## src/rtl/ifu_fetch_stage.sv

```systemverilog
// Instruction-fetch stage: issues requests to a 1-cycle-latency instruction SRAM,
// presents pc/inst to decode, holds the word across back-pressure, redirects on taken branches.
module ifu_fetch_stage #(
    parameter logic [31:0] RESET_PC = 32'h1c000000
) (
    input  logic        clk,
    input  logic        reset,
    output logic        inst_sram_en,
    output logic [3:0]  inst_sram_we,
    output logic [31:0] inst_sram_addr,
    output logic [31:0] inst_sram_wdata,
    input  logic [31:0] inst_sram_rdata,
    input  logic        IDU_allow_in,
    output logic        IFU_to_IDU_valid,
    output logic [31:0] pc_from_IFU,
    output logic [31:0] inst_from_IFU,
    input  logic        br_taken,
    input  logic        br_taken_cancel,
    input  logic [31:0] br_target
);

    logic        fs_valid_q, fs_valid_d;
    logic [31:0] fs_pc_q, fs_pc_d;
    logic        rdata_fresh_q, rdata_fresh_d;
    logic        buf_valid_q, buf_valid_d;
    logic [31:0] buf_inst_q, buf_inst_d;

    logic        br_stall;
    logic        fs_ready_go;
    logic        fs_allow_in;
    logic [31:0] nextpc;

    // A branch with unresolved operands in decode blocks wrong-path requests.
    assign br_stall    = br_taken & ~br_taken_cancel;
    assign fs_ready_go = 1'b1;
    assign fs_allow_in = ~fs_valid_q | (fs_ready_go & IDU_allow_in) | br_taken_cancel;
    assign nextpc      = br_taken_cancel ? br_target : fs_pc_q + 32'd4;

    assign inst_sram_en    = ~reset & fs_allow_in & ~br_stall;
    assign inst_sram_we    = 4'b0000;
    assign inst_sram_addr  = nextpc;
    assign inst_sram_wdata = 32'h0000_0000;

    assign IFU_to_IDU_valid = fs_valid_q & fs_ready_go & ~br_taken_cancel;
    assign pc_from_IFU      = fs_pc_q;
    assign inst_from_IFU    = buf_valid_q ? buf_inst_q : inst_sram_rdata;

    always_comb begin
        fs_valid_d    = fs_valid_q;
        fs_pc_d       = fs_pc_q;
        rdata_fresh_d = 1'b0;
        buf_valid_d   = buf_valid_q;
        buf_inst_d    = buf_inst_q;
        if (inst_sram_en) begin
            fs_pc_d       = nextpc;
            fs_valid_d    = 1'b1;
            rdata_fresh_d = 1'b1;
            buf_valid_d   = 1'b0;
        end else begin
            if ((fs_valid_q & IDU_allow_in) | br_taken_cancel) begin
                fs_valid_d  = 1'b0;
                buf_valid_d = 1'b0;
            end
            // SRAM output may change while stalled, so capture the word the cycle it arrives.
            if (fs_valid_q & rdata_fresh_q & ~IDU_allow_in & ~br_taken_cancel) begin
                buf_inst_d  = inst_sram_rdata;
                buf_valid_d = 1'b1;
            end
        end
    end

    always_ff @(posedge clk) begin
        if (reset) begin
            fs_valid_q    <= 1'b0;
            fs_pc_q       <= RESET_PC - 32'd4;
            rdata_fresh_q <= 1'b0;
            buf_valid_q   <= 1'b0;
            buf_inst_q    <= 32'h0000_0000;
        end else begin
            fs_valid_q    <= fs_valid_d;
            fs_pc_q       <= fs_pc_d;
            rdata_fresh_q <= rdata_fresh_d;
            buf_valid_q   <= buf_valid_d;
            buf_inst_q    <= buf_inst_d;
        end
    end

endmodule

```

## config.mk

```make
export PLATFORM = sky130hd
export DESIGN_NAME = ifu_fetch_stage
export DESIGN_NICKNAME = d
export VERILOG_FILES = /design/src/rtl/ifu_fetch_stage.sv
export SDC_FILE = /design/constraint.sdc
export NUM_CORES = 1
export LEC_CHECK = 0
export BUFFER_PORTS_ARGS = -buffer_cell sky130_fd_sc_hd__buf_4
export CORE_UTILIZATION = 48
export CTS_BUF_LIST = sky130_fd_sc_hd__clkbuf_16
export DETAILED_ROUTE_END_ITERATION = 8
export HOLD_SLACK_MARGIN = 0.05
export PLACE_DENSITY = 0.84
export SYNTH_ARGS = -nofsm -noshare
export SYNTH_HDL_FRONTEND = slang
export SYNTH_SLANG_ARGS = --single-unit
```

## constraint.sdc

```tcl
create_clock -name clk -period 2.7 [get_ports clk]
set_clock_uncertainty 0.05 [all_clocks]
set_input_delay 0.54 -clock clk [delete_from_list [all_inputs] [get_ports clk]]
set_output_delay 0.54 -clock clk [all_outputs]
set_load 0.01 [all_outputs]
```

After elaboration in Yosys (flattened, before gate mapping)
Cells that the tools add are included.

word-level totals
  ROM bits = 0
  bits of input ports = 69
  memories kept = 0
  bits in latches = 0
  bits in writable memories = 0
  output and inout port bits = 134
  flip-flop bits (word level) = 67

operators by class
  $add $sub $neg = 1
  muxes and demuxes = 6
  shifts and indexed selects = 0
  bitwise operators = 17
  $lt $le $gt $ge = 0
  multiply operators = 0
  eq/ne operators = 0
  reduce and logical (&&, ||, !) cells = 4
  divide/modulo/power cells = 0

operators with widths
  operator                                                         count
  32-bit two-way mux                                               2
  32-bit by 3-bit adder with 32-bit output, second input constant  1
  1-bit AND                                                        8
  1-bit NOT                                                        6
  1-bit two-way mux                                                4
  2-bit nonzero test                                               2
  1-bit OR                                                         3
  2-bit AND reduction                                              1
  2-bit OR reduction                                               1

Depth between registers and ports, before layout
Gate-level depths: netlist (run 1).

  depth after elaboration = 7
  depth in mapped cells = 7
  depth with buffers taken out = 5

Worst setup path after synthesis (run 1)
OpenSTA, ideal clock, no wires.

  path type = register to output
  start = reg fs_pc_q[2], in the netlist pc_from_IFU[2]
  end = out inst_sram_addr[28]
  path slack = -0.046 ns
  data arrival time = 2.156 ns
  required time = 2.110 ns
  stages on the path, launching flop included = 7
  path buffers = 1
  cell sequence = dfxtp_1 -> ha_1 -> nand4_4 -> or3_1 -> clkbuf_1 -> or4_1 -> a31oi_1

on the way
  longest elaborated chain between the ends = 2

RTL lines
  what                                      RTL line  RTL
  from (decl)                               23        logic [31:0] fs_pc_q, fs_pc_d;
  from (signal assigned)                    75        fs_pc_q <= RESET_PC - 32'd4;
  from (signal assigned)                    81        fs_pc_q <= fs_pc_d;
  32-bit by 3-bit adder with 32-bit output  37        assign nextpc = br_taken_cancel ? br_target : fs_pc_q + 32'd4;
  32-bit two-way mux                        37
  to (decl)                                 10        output logic [31:0] inst_sram_addr,

Every way passes these cells.

Worst setup path after layout (run 1)
  start = reg fs_pc_q[3], in the netlist pc_from_IFU[3]
  end = out inst_sram_addr[18]

The elaborated chain is that of the path after synthesis.

==> results of run 1 <==
==> cells by family after synthesis <==
| family | synth area share (%) |
|---|---|
| and+or+nand+nor | 28.5 |
| AOI/OAI and AO/OA | 19.2 |
| buffers and inverters | 11.8 |
| DFF | 29.0 |
| muxes | 9.43 |
| xor gates and xnor gates | 1.71 |
| adders and majority gates | 0.271 |
| other | 0.0812 |
==> synth_stat cells (all sizes together), types with 2 or more instances <==
| cell | count |
|---|---|
| o31ai | 7 |
| dfxtp | 67 |
| o21a | 3 |
| nor4 | 10 |
| nand2b | 10 |
| nand3 | 15 |
| and2 | 4 |
| a21boi | 8 |
| xor2 | 4 |
| a41oi | 2 |
| o211a | 2 |
| o31a | 2 |
| nor2 | 34 |
| nor3 | 25 |
| a31oi | 16 |
| o32ai | 2 |
| a2111oi | 3 |
| a211oi | 11 |
| or2 | 3 |
| xnor2 | 5 |
| a21oi | 40 |
| nand4 | 11 |
| mux2i | 3 |
| nor3b | 2 |
| and3b | 2 |
| o21ai | 13 |
| and4 | 10 |
| nand2 | 90 |
| o311ai | 2 |
| nor2b | 5 |
| clkbuf | 34 |
| inv | 10 |
| or4 | 4 |
| and3 | 15 |
| a221oi | 8 |
| buf | 47 |
| mux2 | 36 |
| a311oi | 4 |
| or3 | 14 |
==> worst max-delay path, delay by kind of cell, from the launching register on <==
kind / cells / cell delay (ps)
AND/OR/NAND/NOR: 2 / 540
buffers and inverters: 3 / 450
AO/OA/AOI/OAI: 2 / 380
flip-flops: 1 / 350
adder cells (fa/ha/maj): 1 / 150
==> area by class of cell <==
| type | count | area [um^2] |
|---|---|---|
| fillers | 735 | 2740 |
| inverters | 10 | 37.5 |
| clock inverters | 7 | 67.6 |
| multi-input cells | 473 | 3000 |
| clock buffers | 9 | 225 |
| flip-flops and latches | 67 | 1360 |
| repair buffers | 220 | 1690 |
| well taps | 129 | 161 |
==> power by group <==
group | internal [mW] | switching, mW
registers | 1.04 | 0.0552
clock network | 0.713 | 0.459
logic | 0.481 | 0.536
total | 2.23 | 1.05
==> registers in the layout, summed over array words and instances, names as in the netlist <==
signal / count
rdata_fresh_q: 1
buf_inst_q: 32
pc_from_IFU: 32
buf_valid_q: 1
fs_valid_q: 1
==> worst max-delay path by stage <==
stage | depth (start not counted) | endpoint | slack (ps)
2_1_floorplan | 6 | inst_sram_addr[28] | 8
3_3_place_gp | 6 | inst_sram_addr[28] | 70
3_5_place_dp | 6 | inst_sram_addr[28] | 8
4_1_cts | 6 | inst_sram_addr[18] | -60
5_1_grt | 8 | inst_sram_addr[18] | -170
6_report | 8 | inst_sram_addr[18] | -100
==> per-stage QoR <==
step,TNS (ps),std cells,hold WS [ps],worst slack (ps)
floorplan,0,632,383,8.47
global placement,0,884,389,68.8
CTS,-98.4,910,405,-58.4
finish,-219,915,406,-100
global route,-649,915,407,-171
detailed placement,0,884,398,7.58
==> metal layers <==
layer / vias up / routed length, um / GRT usage, %
li1: 2481 / - / -
met2: 286 / 7600 / 50.3
met3: 44 / 1140 / 5.57
met4: 0 / 419 / 12.7
met5: - / 0 / 0
met1: 2514 / 6070 / 37.4
==> timing repair <==
action                                  CTS  global route
gates resized for setup                  28            19
pin swaps                                13             6
endpoints found under the setup margin   19            17
gates cloned                              1             0
buffers inserted                          9             5
==> metrics.log, run 1 <==
[metrics] result of the run: finished with violations
[metrics] violated checks: negative setup slack
[metrics] post-detailed-route via-to-cell ratio: 5.82
[metrics] origin of the worst min-delay path: buf_inst_q[7]$_SDFFE_PP0P_
[metrics] final count of pins violating max slew: 0
[metrics] share of the clock period used by the worst path after layout: 104%
[metrics] max incr delay on CP: 430 ps
[metrics] WL final: 15200 um
[metrics] pwr/cell area: 502 nW/um^2
[metrics] crit path max fanout: 5
[metrics] placed wire-length estimate after detailed placement: 10600 um
[metrics] Final Net Count: 851
[metrics] post-layout minimum cycle time: 2800 ps
[metrics] # setup viols final: 4
[metrics] maximum buffer depth of the clock tree: 2
[metrics] number of maximum-capacitance violations: 0
[metrics] source of the worst register-to-register timing path: pc_from_IFU[3]$_SDFFE_PP1P_
[metrics] CP Data Required Time: 2110 ps
[metrics] critical path, cell by cell: ha_4, nand4_4, or3_4, buf_4, buf_4, o31ai_2, a31oi_2, buf_4
[metrics] leftover overflow at the end of global routing: 0
[metrics] vias in the first global route: 4934
[metrics] vertical die dimension: 100 um
[metrics] synthesized instance count: 597
[metrics] clock transition at the register clock pins on the worst setup and hold paths after CTS: 60 ps
[metrics] I/O pin count: 203
[metrics] Leakage: 2.78 nW
[metrics] ranking of synthesized cells by area: sky130_fd_sc_hd__dfxtp_1, sky130_fd_sc_hd__mux2_2, sky130_fd_sc_hd__nand2_1
[metrics] DR DRC count: 0
[metrics] share of post-route cells with drive strength above 1: 39.6%
[metrics] Hold Path Class: flip-flop to flip-flop
[metrics] CTS tree: built
[metrics] Worst Slack Setup Final: -100 ps
[metrics] commonest cells after routing, fill and taps aside: sky130_fd_sc_hd__buf_4, sky130_fd_sc_hd__nand2_1, sky130_fd_sc_hd__dfxtp_1, sky130_fd_sc_hd__a21oi_1
[metrics] cell with the largest stage delay on the worst path: sky130_fd_sc_hd__or3_4
[metrics] pin slew with the least headroom to its limit: 1040 ps
[metrics] buffer cell driving the clock tree root: sky130_fd_sc_hd__clkbuf_16
[metrics] Arr. time, crit path: 2210 ps
[metrics] largest voltage drop on the vdd net: 294 uV
[metrics] last weighted congestion value of the routability-driven placer: 0.907
[metrics] most repeated library cell on the critical path: sky130_fd_sc_hd__buf_4
[metrics] Vias: 5325
[metrics] core box area: 9280 um^2
[metrics] antenna violations before repair: 0
[metrics] Worst Path Class, Setup: flip-flop to output port
[metrics] Post-synth EDFFs: 0
[metrics] insertion delay to the later sink of the worst-skew pair: 330 ps
[metrics] drt pass-1 iters: 6
[metrics] placed cell areas: 5980 um^2
[metrics] nature of the critical path startpoint: flip-flop
[metrics] standard-cell rows: 35
[metrics] flop-to-flop setup slack: 560 ps
[metrics] number of clock sinks: 67
[metrics] Pwr Total: 3.28 mW
[metrics] mean area per synthesized cell: 7.74 um^2
[metrics] CTS H-tree lvls: 3
[metrics] WHS Path Cells: 2
[metrics] global-route usage over all layers: 29.9%
[metrics] starting density of the core: 49.7%
[metrics] final non-filler cell area: 6540 um^2
[metrics] Crit Reg-Reg Endpoint: pc_from_IFU[26]$_SDFFE_PP0P_
[metrics] Worst Hold End: buf_inst_q[7]$_SDFFE_PP0P_
[metrics] layout-stage area growth over the synthesis result: 41.6%
[metrics] post-route ant nets: 0
[metrics] post-synth top area share: 29.0%
[metrics] final hold violations: 0
[metrics] start point of the critical path: pc_from_IFU[3]$_SDFFE_PP1P_
[metrics] sequential-to-total area share from yosys stat: 29.0%
[metrics] width of the chip: 100 um
[metrics] input/output buffers: 166
[metrics] Peak Freq: 0.357 GHz
[metrics] diode insertion count for antenna repair: 0
[metrics] setup repair after global routing missed its margin: true
[metrics] relative max-transition margin: 30.8%
[metrics] Yosys warnings: 0
[metrics] global-route wire length before repair: 24100 um
[metrics] proportion of register bits with asynchronous set or reset after synthesis: 0%
[metrics] post-synthesis cell type count: 61
[metrics] count of hold buffers inserted by post-cts repair: 0
[metrics] flip-flop cell with the highest count after synthesis: sky130_fd_sc_hd__dfxtp_1
[metrics] CTS buffer count: 9
[metrics] WL/cell: 16.6 um
[metrics] maximum number of pins on one net before global-route repair: 50
[metrics] Die Outline Area: 10000 um^2
[metrics] kind of capture point of the worst setup path: output port
[metrics] final core area utilization: 70.5%
[metrics] Synth Register Bits: 67
[metrics] post-synthesis cell type with the largest combined area: sky130_fd_sc_hd__dfxtp_1
[metrics] Worst Reg2Reg Path Length in Cells: 6
[metrics] First DRT Iteration DRCs: 389
[metrics] most common library cell in the layout ignoring fill and taps: sky130_fd_sc_hd__buf_4
[metrics] total standard cell area after synthesis: 4620 um^2
(Power assumes the default switching activity.)
==> inputs of run 2 (changes only) <==
--- a/config.mk
+++ b/config.mk
@@ -6,11 +6,12 @@
 export NUM_CORES = 1
 export LEC_CHECK = 0
 export BUFFER_PORTS_ARGS = -buffer_cell sky130_fd_sc_hd__buf_4
-export CORE_UTILIZATION = 48
-export CTS_BUF_LIST = sky130_fd_sc_hd__clkbuf_16
+export CORE_UTILIZATION = 50
+export CTS_BUF_LIST = sky130_fd_sc_hd__clkbuf_2
+export CTS_CLUSTER_DIAMETER = 200
 export DETAILED_ROUTE_END_ITERATION = 8
 export HOLD_SLACK_MARGIN = 0.05
-export PLACE_DENSITY = 0.84
+export PLACE_DENSITY = 0.87
 export SYNTH_ARGS = -nofsm -noshare
 export SYNTH_HDL_FRONTEND = slang
 export SYNTH_SLANG_ARGS = --single-unit
==> run 2 against run 1 <==
- the flow finishes with violations (design-rule violations, negative setup slack)
- worst setup slack got worse by 220 ps
- final cell count is 0.55% higher
- worst hold slack worse by 200 ps
==> metrics.log, run 2 (synthesis results as in run 1) <==
[metrics] buffer cell driving the clock tree root: sky130_fd_sc_hd__clkbuf_2
[metrics] clock transition at the register clock pins on the worst setup and hold paths after CTS: 190 ps
[metrics] sum of negative setup slack: -2640 ps
[metrics] WL final: 16500 um
[metrics] CP Data Required Time: 2110 ps
[metrics] commonest cells after routing, fill and taps aside: sky130_fd_sc_hd__buf_4, sky130_fd_sc_hd__nand2_1, sky130_fd_sc_hd__dfxtp_1, sky130_fd_sc_hd__a21oi_1, sky130_fd_sc_hd__conb_1
[metrics] Leakage: 2.92 nW
[metrics] starting density of the core: 52.2%
[metrics] input/output buffers: 166
[metrics] diode insertion count for antenna repair: 0
[metrics] insertion delay to the later sink of the worst-skew pair: 530 ps
[metrics] share of the clock period used by the worst path after layout: 112%
[metrics] # setup viols final: 15
[metrics] Placed Instances: 865
[metrics] CTS buffer count: 9
[metrics] Post-Layout Cell Count: 920
[metrics] post-route ant nets: 0
[metrics] global-route usage over all layers: 30.4%
[metrics] I/O pin count: 203
[metrics] switching power: 1.03 mW
[metrics] Hold Path Class: primary input to flip-flop
[metrics] post-detailed-route via-to-cell ratio: 6.07
[metrics] Arr. time, crit path: 2430 ps
[metrics] Worst Path Class, Setup: flip-flop to output port
[metrics] Final Net Count: 878
[metrics] layout-stage area growth over the synthesis result: 46.8%
[metrics] largest voltage drop on the vdd net: 329 uV
[metrics] core box area: 8850 um^2
[metrics] final non-filler cell area: 6780 um^2
[metrics] number of clock sinks: 67
[metrics] last weighted congestion value of the routability-driven placer: 1.02
[metrics] antenna violations before repair: 0
[metrics] standard-cell rows: 34
[metrics] Peak Freq: 0.331 GHz
[metrics] Worst Slack Setup Final: -320 ps
[metrics] result of the run: finished with violations
[metrics] crit path max fanout: 4
[metrics] First DRT Iteration DRCs: 567
[metrics] post-layout minimum cycle time: 3020 ps
[metrics] share of post-route cells with drive strength above 1: 45.3%
[metrics] Post-Route Hold Slack: 209 ps
[metrics] kind of capture point of the worst setup path: output port
[metrics] critical path, cell by cell: nand4_1, or4_4, o211a_1, a221o_1, buf_6
[metrics] most common library cell in the layout ignoring fill and taps: sky130_fd_sc_hd__buf_4
[metrics] drt pass-1 iters: 8
[metrics] max incr delay on CP: 640 ps
[metrics] maximum number of pins on one net before global-route repair: 35
[metrics] final count of pins violating max slew: 0
[metrics] area of the multi-input gates: 3160 um^2
[metrics] setup repair after global routing missed its margin: true
[metrics] global-route wire length before repair: 23500 um
[metrics] maximum buffer depth of the clock tree: 2
[metrics] share of total power in combinational logic: 40.9%
[metrics] filler cell count: 631
[metrics] internal power contribution: 1.81 mW
[metrics] CTS tree: built
[metrics] DR DRC count: 12
[metrics] width of the chip: 98.1 um
[metrics] sequential group share of total power: 38.6%
[metrics] pin slew with the least headroom to its limit: 1040 ps
[metrics] final core area utilization: 76.6%
[metrics] WL/cell: 17.9 um
[metrics] count of hold buffers inserted by post-cts repair: 0
[metrics] pwr/cell area: 419 nW/um^2
[metrics] placed cell areas: 5970 um^2
[metrics] relative max-transition margin: 30.9%
[metrics] footprint of the flip-flops and latches: 1370 um^2
[metrics] Vias: 5585
[metrics] leftover overflow at the end of global routing: 0
[metrics] cell with the largest stage delay on the worst path: sky130_fd_sc_hd__or4_4
[metrics] placed wire-length estimate after detailed placement: 10600 um
[metrics] vias in the first global route: 4921
[metrics] vertical die dimension: 98.1 um
[metrics] nature of the critical path startpoint: flip-flop
[metrics] number of maximum-capacitance violations: 0
[metrics] clock group share of total power: 20.5%
[metrics] violated checks: design-rule violations, negative setup slack
[metrics] sw frac: 36.4%
[metrics] CTS H-tree lvls: 3
[metrics] Die Outline Area: 9620 um^2
[metrics] final hold violations: 0
==> run 2: worst max-delay path: cells and delay by family (launching register included) <==
kind / cells / cell delay [ps]
compound gates: 2 / 540
buf+inv: 1 / 140
simple gates: 2 / 860
flops: 1 / 380
==> run 2: final cells by class <==
type | count | share of cell area, %
multi-input combinational | 474 | 46.6
timing repair buffer | 246 | 29.1
sequential | 67 | 20.3
tap | 108 | 1.99
clock inverter | 5 | 0.812
clock buffer | 10 | 0.738
inverter | 10 | 0.554
==> run 2: power by group through the flow <==
stage	clock, mW	sequential, mW	combinational (mW)
after floorplan	0	1.12	0.500
after global placement	0	1.10	0.897
after detailed placement	0	1.10	0.912
after CTS	0.580	1.09	1.02
after global routing	0.632	1.10	1.22
final	0.582	1.10	1.16
==> run 2: final timing paths <==
path | from | to | slack [ps] | depth (start not counted)
setup reg to reg | pc_from_IFU[3]$_SDFFE_PP1P_ | pc_from_IFU[31]$_SDFFE_PP0P_ | 310 | 10
setup / recovery | pc_from_IFU[12]$_SDFFE_PP1P_ | inst_sram_addr[24] | -320 | 5
hold / removal | inst_sram_rdata[9] | buf_inst_q[9]$_SDFFE_PP0P_ | 210 | 3
hold reg to reg | buf_inst_q[15]$_SDFFE_PP0P_ | buf_inst_q[15]$_SDFFE_PP0P_ | 410 | 2
==> run 2: what timing repair did <==
item	in CTS	in global routing
resized for setup	61	49
gates cloned	2	1
endpoints found under the setup margin	21	25
pin swaps	20	21
setup buffers	20	20
==> run 2: routing by layer <==
metal	wire length (um)	GRT usage (%)
met3	1680	5.65
met4	748	14.0
met1	6110	38.6
met5	0	0
met2	7960	49.9
==> run 2: through the flow <==
step	setup slack (ps)	power [mW]
after detailed placement	64.1	2.02
after floorplan	8.47	1.62
after global placement	96.0	2.00
after global routing	-358	2.96
after CTS	-228	2.69
final	-320	2.84
